==> config.mk <==
export PLATFORM = sky130hd
export DESIGN_NAME = if_fetch_queue
export DESIGN_NICKNAME = d
export VERILOG_FILES = /design/src/rtl/if_fetch_queue.sv
export SDC_FILE = /design/constraint.sdc
export NUM_CORES = 2
export LEC_CHECK = 0
export CAP_MARGIN = 20
export CORE_ASPECT_RATIO = 2
export CORE_UTILIZATION = 63
export CTS_CLUSTER_SIZE = 12
export DETAILED_ROUTE_END_ITERATION = 10
export DONT_BUFFER_PORTS = 1
export HOLD_SLACK_MARGIN = 0.06
export MAX_ROUTING_LAYER = met4
export PLACE_DENSITY = 0.76
export SLEW_MARGIN = 20
export SYNTH_ARGS = -nofsm -noshare
export SYNTH_HDL_FRONTEND = slang
export SYNTH_SLANG_ARGS = --single-unit
==> constraint.sdc <==
create_clock -name clk -period 11.85 [get_ports clk]
set_input_delay 1.7775 -clock clk [delete_from_list [all_inputs] [get_ports clk]]
set_output_delay 1.7775 -clock clk [all_outputs]
set_load 0.02 [all_outputs]
==> src/rtl/if_fetch_queue.sv <==
// if_fetch_queue: the fetch-side instruction queue between the I-cache fetch
// response and decode.
//
// Each accepted fetch line is realigned at halfword granularity. A 32-bit
// instruction that straddles two fetches is rebuilt from a held fragment. The
// stream is cut after the first predicted-taken instruction. Up to DEPTH
// instructions are buffered, and up to OUT_LANES of them are presented to
// decode each cycle.
//
// Optional build macro: IFQ_BYPASS_EN. When it is defined and the queue is
// empty, the instructions realigned from the current fetch drive the decode
// lanes in the same cycle. Without the macro the queue adds exactly one cycle
// of latency.
//
// Handshake semantics:
//   Fetch side  - a line is taken on a clk edge where in_valid_i && in_ready_o
//                 && !flush_i. in_ready_o depends only on registered occupancy,
//                 so it can never combinationally follow in_valid_i or
//                 out_ready_i.
//   Decode side - out_valid_o is thermometer coded. When out_ready_i is high
//                 and lane 0 is valid, every valid lane is consumed on that
//                 edge.
//   flush_i overrides both sides: nothing is pushed or popped in that cycle.
module if_fetch_queue #(
  parameter int PC_BITS     = 32,
  parameter int INSTR_BITS  = 32,
  parameter int FETCH_WIDTH = 64,
  parameter int OUT_LANES   = 2,
  parameter int DEPTH       = 8
) (
  input  logic                             clk,
  input  logic                             rst_n,
  input  logic                             flush_i,
  input  logic                             in_valid_i,
  output logic                             in_ready_o,
  input  logic [PC_BITS-1:0]               in_pc_i,
  input  logic [FETCH_WIDTH-1:0]           in_data_i,
  input  logic [$clog2(FETCH_WIDTH/16):0]  in_hw_count_i,
  input  logic [FETCH_WIDTH/16-1:0]        in_taken_i,
  output logic [OUT_LANES-1:0]             out_valid_o,
  input  logic                             out_ready_i,
  output logic [OUT_LANES*PC_BITS-1:0]     out_pc_o,
  output logic [OUT_LANES*INSTR_BITS-1:0]  out_data_o,
  output logic [OUT_LANES-1:0]             out_taken_o,
  output logic [$clog2(DEPTH):0]           count_o
);

  localparam int FETCH_SLOTS = FETCH_WIDTH / INSTR_BITS;
  localparam int HW          = FETCH_WIDTH / 16;
  localparam int PTR_W       = $clog2(DEPTH);
  localparam int CNT_W       = $clog2(DEPTH) + 1;
  localparam int SLOT_W      = $clog2(FETCH_SLOTS + 1);
  localparam int SW          = $clog2(HW + 2);

  // Queue storage: one {pc, instr, taken} entry per slot.
  logic [PC_BITS-1:0]    mem_pc    [DEPTH];
  logic [INSTR_BITS-1:0] mem_instr [DEPTH];
  logic [DEPTH-1:0]      mem_taken;

  logic [PTR_W-1:0] head;
  logic [PTR_W-1:0] tail;
  logic [CNT_W-1:0] count;

  // Trailing halfword of a fetch whose partner has not arrived yet.
  logic               frag_valid;
  logic [PC_BITS-1:0] frag_pc;
  logic [15:0]        frag_hw;

  // Realignment results for the current fetch.
  logic                  accept;
  logic                  use_frag;
  logic [PC_BITS-1:0]    base_pc;
  logic [15:0]           strm [HW+1];
  logic [SW-1:0]         strm_len;
  logic [PC_BITS-1:0]    ins_pc    [FETCH_SLOTS];
  logic [INSTR_BITS-1:0] ins_data  [FETCH_SLOTS];
  logic [FETCH_SLOTS-1:0] ins_taken;
  logic [SLOT_W-1:0]     n_ins;
  logic                  hit_taken;
  logic                  nxt_frag_valid;
  logic [PC_BITS-1:0]    nxt_frag_pc;
  logic [15:0]           nxt_frag_hw;

  // Bookkeeping for pushes and pops.
  logic [SLOT_W-1:0] n_byp;
  logic [SLOT_W-1:0] n_push;
  logic [CNT_W-1:0]  n_pop;

  assign in_ready_o = (CNT_W'(DEPTH) - count) >= CNT_W'(FETCH_SLOTS);
  assign accept     = in_valid_i && in_ready_o && !flush_i;
  assign count_o    = count;

  // Build the halfword stream (fragment first if continuous), then pair it into
  // instructions. The stream stops at and includes the first taken one.
  always_comb begin
    use_frag = frag_valid && (in_pc_i == frag_pc + PC_BITS'(2));
    base_pc  = use_frag ? frag_pc : in_pc_i;
    for (int s = 0; s <= HW; s++) strm[s] = '0;
    if (use_frag) begin
      strm[0] = frag_hw;
      for (int s = 0; s < HW; s++) strm[s+1] = in_data_i[16*s +: 16];
    end else begin
      for (int s = 0; s < HW; s++) strm[s] = in_data_i[16*s +: 16];
    end
    strm_len = SW'(in_hw_count_i) + SW'(use_frag);

    n_ins     = '0;
    hit_taken = 1'b0;
    ins_taken = '0;
    for (int j = 0; j < FETCH_SLOTS; j++) begin
      ins_pc[j]   = base_pc + PC_BITS'(4 * j);
      ins_data[j] = {strm[2*j+1], strm[2*j]};
      // With a fragment in front, the upper halfword of instruction j is
      // fetch halfword 2j; otherwise it is fetch halfword 2j+1.
      ins_taken[j] = use_frag ? in_taken_i[2*j] : in_taken_i[2*j+1];
      if (!hit_taken && (SW'(2*j+1) < strm_len)) begin
        n_ins     = SLOT_W'(j + 1);
        hit_taken = ins_taken[j];
      end
    end

    // An odd leftover halfword waits for its partner, unless the stream was
    // cut by a taken branch.
    nxt_frag_valid = 1'b0;
    nxt_frag_pc    = frag_pc;
    nxt_frag_hw    = frag_hw;
    if (!hit_taken && strm_len[0]) begin
      nxt_frag_valid = 1'b1;
      nxt_frag_pc    = base_pc + PC_BITS'({n_ins, 2'b00});
      for (int s = 0; s <= HW; s++) begin
        if (SW'(s) == strm_len - SW'(1)) nxt_frag_hw = strm[s];
      end
    end
  end

`ifdef IFQ_BYPASS_EN
  logic byp_active;
  assign byp_active = accept && (count == '0) && out_ready_i;

  // While the queue is empty, decode takes realigned instructions directly.
  always_comb begin
    n_byp = '0;
    if (byp_active) begin
      if (int'(n_ins) > OUT_LANES) n_byp = SLOT_W'(OUT_LANES);
      else                         n_byp = n_ins;
    end
  end
`else
  assign n_byp = '0;
`endif

  assign n_push = accept ? (n_ins - n_byp) : '0;

  // Queue pops take every valid lane; the bypassed lanes never enter the queue.
  always_comb begin
    n_pop = '0;
    if (out_ready_i && (count != '0)) begin
      if (count > CNT_W'(OUT_LANES)) n_pop = CNT_W'(OUT_LANES);
      else                           n_pop = count;
    end
  end

  // Present lanes head..head+OUT_LANES-1. Invalid lanes are forced to zero.
  always_comb begin
    out_valid_o = '0;
    out_pc_o    = '0;
    out_data_o  = '0;
    out_taken_o = '0;
    for (int i = 0; i < OUT_LANES; i++) begin
      if (count > CNT_W'(i)) begin
        out_valid_o[i]                         = 1'b1;
        out_pc_o[i*PC_BITS +: PC_BITS]         = mem_pc[head + PTR_W'(i)];
        out_data_o[i*INSTR_BITS +: INSTR_BITS] = mem_instr[head + PTR_W'(i)];
        out_taken_o[i]                         = mem_taken[head + PTR_W'(i)];
      end
    end
`ifdef IFQ_BYPASS_EN
    if (byp_active) begin
      for (int i = 0; i < OUT_LANES && i < FETCH_SLOTS; i++) begin
        if (SLOT_W'(i) < n_byp) begin
          out_valid_o[i]                         = 1'b1;
          out_pc_o[i*PC_BITS +: PC_BITS]         = ins_pc[i];
          out_data_o[i*INSTR_BITS +: INSTR_BITS] = ins_data[i];
          out_taken_o[i]                         = ins_taken[i];
        end
      end
    end
`endif
  end

  // Occupancy, pointers and fragment register. A flush resets them and wins
  // over any push or pop in the same cycle.
  always_ff @(posedge clk or negedge rst_n) begin
    if (!rst_n) begin
      count      <= '0;
      head       <= '0;
      tail       <= '0;
      frag_valid <= 1'b0;
      frag_pc    <= '0;
      frag_hw    <= '0;
    end else if (flush_i) begin
      count      <= '0;
      head       <= '0;
      tail       <= '0;
      frag_valid <= 1'b0;
    end else begin
      count <= count + CNT_W'(n_push) - n_pop;
      head  <= head + PTR_W'(n_pop);
      tail  <= tail + PTR_W'(n_push);
      // An empty fetch leaves a held fragment untouched.
      if (accept && (in_hw_count_i != '0)) begin
        frag_valid <= nxt_frag_valid;
        frag_pc    <= nxt_frag_pc;
        frag_hw    <= nxt_frag_hw;
      end
    end
  end

  // Write the non-bypassed instructions of an accepted fetch at tail, in order.
  always_ff @(posedge clk) begin
    if (accept) begin
      for (int j = 0; j < FETCH_SLOTS; j++) begin
        if ((SLOT_W'(j) >= n_byp) && (SLOT_W'(j) < n_ins)) begin
          mem_pc[tail + PTR_W'(j) - PTR_W'(n_byp)]    <= ins_pc[j];
          mem_instr[tail + PTR_W'(j) - PTR_W'(n_byp)] <= ins_data[j];
          mem_taken[tail + PTR_W'(j) - PTR_W'(n_byp)] <= ins_taken[j];
        end
      end
    end
  end

endmodule

# Yosys cells after proc, flatten, opt, wreduce, memory -nomap -nowiden

Memory sizes are Yosys's and may differ from the RTL's.
Index checks and enable logic that the tools add are counted.

Bits in latches: 0
Memory bits (writable): 512
Memories: 2
Flip-flop bits (word level): 67
Logic and storage cells: 110
Output and inout bits: 137
Memory bits (read-only): 0

Reduce and logical (&&, ||, !) cells: 19
Eq/ne operators: 5
Multipliers: 0
Bitwise operators: 1
$lt $le $gt $ge: 14
Add/subtract/negate cells: 12
Shift operators: 0
Mux-type cells: 50
Div/mod/pow operators: 0

Memories:

| name      | words | bits a word | rd ports | clocked after memory_dff | write ports | line | source |
|---|---|---|---|---|---|---|---|
| mem_instr | 8     | 32          | 2        | 0                        | 2           | 57   | `logic [INSTR_BITS-1:0] mem_instr [DEPTH];` |
| mem_pc    | 8     | 32          | 2        | 0                        | 2           | 56   | `logic [PC_BITS-1:0] mem_pc [DEPTH];` |

Operator list:

| kind                  | number |
|---|---|
| $mux 32               | 5 |
| $mux 16               | 6 |
| $mux 64               | 1 |
| $add 32x2->32 const B | 1 |
| $add 32x3->32 const B | 1 |
| $add 32x4->32         | 1 |
| $eq 32x32->1          | 1 |
| $mux 8                | 3 |
| $mux 1                | 22 |
| $bwmux 8              | 2 |
| $lt 3x4->1 const B    | 4 |
| $mux 4                | 3 |
| $logic_and 1x1->1     | 9 |
| $gt 4x1->1 const B    | 2 |
| $add 3x1->3 const B   | 2 |
| $bmux 1 s3            | 2 |
| $demux 1 s3           | 2 |
| $eq 2x3->1 const A    | 2 |
| $ge 3x1->1 const B    | 2 |
| $mux 3                | 2 |
| $reduce_bool 5->1     | 1 |
| $add 4x2->4           | 1 |
| $ge 4x2->1 const B    | 1 |
| $gt 4x2->1 const B    | 1 |
| other kinds (20)      | 24 |

# Logic depth before layout (Yosys ltp)

Depth after elaboration: 14
Depth in mapped cells: 28
Depth with buffers taken out: 23

# Least setup slack after synthesis

Ideal clock, no wire load.

Kind: input port to flip-flop
From: in in_pc_i[16]
To: mem mem_instr[6][0] (enable)
Slack: 1573 ps
Arrival: 9703 ps
Required time: 11275 ps
Stages: 17
Cells stage by stage: clkbuf_1 xor3_1 nor3b_1 o221ai_1 a22oi_1 and4b_1 o211a_1 nand2_4 inv_4 buf_2 clkbuf_1 ha_1 ha_1 xor2_1 clkbuf_1 o211ai_1 o21ai_0

RTL lines:

| element         | line | source |
|---|---|---|
| start, declared | 36   | `input logic [PC_BITS-1:0] in_pc_i,` |
| end, declared   | 57   |  |

# Worst setup path after layout

From: reg frag_pc[2]
To: reg frag_pc[28]

Word-level cells in the longest chain between the ends: 12

Ends and longest elaborated chain:

| element                                                | line | source |
|---|---|---|
| start, declared                                        | 66   | `logic [PC_BITS-1:0] frag_pc;` |
| start signal, assigned                                 | 213  | `frag_pc <= nxt_frag_pc;` |
| branches (longest 12 deep; another with $add 32x2->32) | n/a  |  |

Several ways; the timed one is not identified.
A chain may end at the register's enable or synchronous reset.

==> results.cfg <==
[critical_path]
cp_cell_sequence = ha_1 > nand3_1 > nor4_2 > nand2_1 > xor2_1 > a211oi_1 > o211a_1 > nand2_4 > inv_4 > buf_4 > mux2i_1 > buf_4 > nand2_1 > inv_1 > nor2_1 > ha_1 > fa_1 > nand4_1 > nor3_1 > nor2_1 > nor4_1 > nor4_1 > nor3_1
criticalPathCategory = flop to flop
crit_buf_inv = 4
end_kind = flop
crit_family = simple AND/OR/NAND/NOR gates
crit_path_max_incr_delay_ns = 0.99
cp-start-kind = flop
crit_arrival_ns = 9.06
cp.required_ns = 12.33
r2r_slack_ns = 3.27
cp_max_fo = 37
cp_slowest_cell = nor4_2

[logic_synthesis]
synth_cell_types = 90
synth_xor_area_share_pct = 5.54
ys_top_cells_by_count = mux2i_1 (754), edfxtp_1 (520), mux4_2 (260)
synthCells = 3543
netlist_area_sq_um = 41500
synthFlopType = edfxtp_1
synth_area_leader_cell = edfxtp_1
syn_area_per_cell_sq_um = 11.7
synth_compound_area_share_pct = 5.36
async_flop_share_pct = 10.2
synth_mux_area_share_pct = 33.0
synth_top_family_by_area = multiplexers
ys_ff_latch = 579
synthAdderAreaFrac_pct = 0.843
synthSimpleGateAreaFrac_pct = 10.0
synth-edff-count = 520
yosysWarnings = 0
yosysMostFrequentCell = mux2i_1
synth_top_area_share_pct = 37.6
syn-num-nets = 3676
synth_area_leaders = edfxtp_1 (38%), mux2i_1 (18%), mux4_2 (14%), xnor2_1 (4.3%), dfrtp_1 (3.6%)
synth-seq-area-share_pct = 41.1

[power]
pwr-share-clk_pct = 23.0
seq_power_share_pct = 37.1
p_sw_w = 0.00309
combPwrFrac_pct = 40.0
switching_share_pct = 41.6
power.leakage_nw = 15.6
p_total_w = 0.00741
ir_worst_vdd_uv = 362
p_per_area_nw_per_um2 = 170
internal_power_w = 0.00433

[global_route]
grt_pass1_vias = 33745
grt_pass1_wl_um = 215000
antenna_found_initial = 1
grt_max_degree = 146
track_usage_pct = 45.8
global_route.overflow_total = 0

[detailed_routing]
viasPerCell = 7.53
dr.first_iter.drc_count = 3634
drcViolationCount = 0
via_count = 31774
ant_nets = 0
wl_per_cell_um = 35.0
drt_wl_total_um = 148000
firstDrtPassIters = 8

[final_layout]
final_core_util_pct = 67.4
antenna_cells = 0
fin_nets = 3435
regArea_sq_um = 17100
syn_to_final_growth_pct = 5.26
nFillCells = 4837
multi_input_area_sq_um = 23000
drive_above_1_share_pct = 15.3

[clocking]
cts-htree-levels = 2
clk_pin_slew_worst_paths_ns = 0.06
cts_tree = yes
cts_made_buffers = 55
clock-sinks = 579
clockBufferDepth = 3
cts_root_buffer = clkbuf_16
postCtsSetupRepairBufs = 0
cts_resized = 0
holdBufCountCts = 0
insertion_delay_ns = 0.64

[floorplan]
core.rowCount = 132
initial_core_util_pct = 64.0
core_area_sq_um = 64900
die_y_um = 365
die_w_um = 184
io_pins = 245
dieArea_sq_um = 67000

[timing]
clock.fmax_ghz = 0.117
period_share_pct = 72.4
rsz0062_at_grt = false
hold_viol = 0
final-setup-viol-count = 0
period_minus_slack_ns = 8.58
relSlewSlack_pct = 19.6
clock_skew_ns = 0.0309
hold_slack_ns = 0.497
setup_slack_ns = 3.27
drv_slew = 0
tightest_slew_ns = 1.21
setup-tns-final_ns = 0

[run]
cap_violations = 0

[placed_design]
hpwl_um = 96600
routabilityCongestion = 1.06
portBuffers = 0
place_ws_ns = 3.91

[run_status]
status = complete, no violations

[worst_hold_path]
hold_class = flop to flop
stage by stage:
step                      cells  instance area, sq um
final                      4218                 43700
after CTS                  4214                 43600
after floorplan            3543                 41500
after global routing       4218                 43700
after detailed placement   4112                 42000
after global placement     4111                 42000
power by group through the flow:
| stage | sequential [W] | combinational, W | clock (W) |
|---|---|---|---|
| after floorplan | 0.00251 | 0.00234 | 0 |
| after global placement | 0.00276 | 0.00283 | 0 |
| after detailed placement | 0.00277 | 0.00289 | 0 |
| after CTS | 0.00273 | 0.00290 | 0.00170 |
| after global routing | 0.00276 | 0.00310 | 0.00176 |
| final | 0.00275 | 0.00296 | 0.00170 |
per-layer routing:
metal  vias to the layer above  part of all wire [%]  GRT usage (%)
li1                      12877                     -              -
met4                         0                   9.8           39.0
met5                         -                     0              -
met1                     15733                    30           46.1
met2                      2285                    49           74.3
met3                       879                    11           11.6
logic make-up after synthesis:
kind of cell / count (synthesis)
AO/OA/AOI/OAI: 343
XOR/XNOR: 261
adder cells (fa/ha/maj): 25
buffers and inverters: 424
flip-flops: 579
multiplexers: 1039
AND/OR/NAND/NOR: 872
layout make-up:
| class | count | share of cell area, % |
|---|---|---|
| Clock buffer | 99 | 3.67 |
| Clock inverter | 3 | 0.0343 |
| Inverter | 29 | 0.255 |
| Multi-Input combinational cell | 2540 | 52.6 |
| Sequential cell | 579 | 39.1 |
| Tap cell | 871 | 2.49 |
| Timing Repair Buffer | 97 | 1.83 |
worst paths after layout:
check | start | end | cells past startpoint
setup / recovery | frag_pc[2]$_DFFE_PN0P_ | frag_pc[28]$_DFFE_PN0P_ | 23
setup reg to reg | frag_pc[2]$_DFFE_PN0P_ | frag_pc[28]$_DFFE_PN0P_ | 23
hold reg to reg | frag_pc[0]$_DFFE_PN0P_ | frag_pc[0]$_DFFE_PN0P_ | 2
min in group asynchronous | rst_n | frag_hw[8]$_DFFE_PN0P_ | 0
max in group asynchronous | rst_n | frag_pc[9]$_DFFE_PN0P_ | 0
hold / removal | frag_pc[0]$_DFFE_PN0P_ | frag_pc[0]$_DFFE_PN0P_ | 2
cell usage in the layout, fill, tap and decap left out, drive strengths merged, types with 7 or more instances in the layout:
master  Yosys  layout
and2       16      16
nand4      25      25
buf       136      97
mux4      260     260
o21a       16      16
dfrtp      59      59
nand3      70      70
xor2       54      54
o22a        7       7
o211ai     22      22
and3       24      24
clkbuf    259      99
or4        11      11
inv        27      27
xnor2     206     206
a211oi     15      15
a22o        8       8
o21ai      36      36
a21oi     155     155
nor2      258     258
or3        14      14
a221oi      9       9
a22oi      18      18
a31oi       8       8
edfxtp    520     520
mux2       23      23
mux2i     756     756
nor3      118     118
ha         20      20
nor4       35      35
nand2     258     258
worst register-to-register path, cell delays in order (launching register included):
cell and delay (ns):
dfrtp_1 0.48, ha_1 0.24, nand3_1 0.35, nor4_2 1.00, nand2_1 0.19, xor2_1 0.20
a211oi_1 0.82, o211a_1 0.51, nand2_4 0.34, inv_4 0.27, buf_4 0.59, mux2i_1 0.29
buf_4 0.24, nand2_1 0.18, inv_1 0.28, nor2_1 0.10, ha_1 0.24, fa_1 0.62
nand4_1 0.24, nor3_1 0.08, nor2_1 0.75, nor4_1 0.11, nor4_1 0.24, nor3_1 0.10
registers in the layout, indices dropped and copies added (netlist names):
| name | cells |
|---|---|
| frag_pc | 32 |
| frag_hw | 16 |
| mem_pc | 256 |
| frag_valid | 1 |
| count_o | 4 |
| head | 3 |
| mem_instr | 256 |
| tail | 3 |
| mem_taken | 8 |
Note: power is estimated with default switching activity, not from simulation.
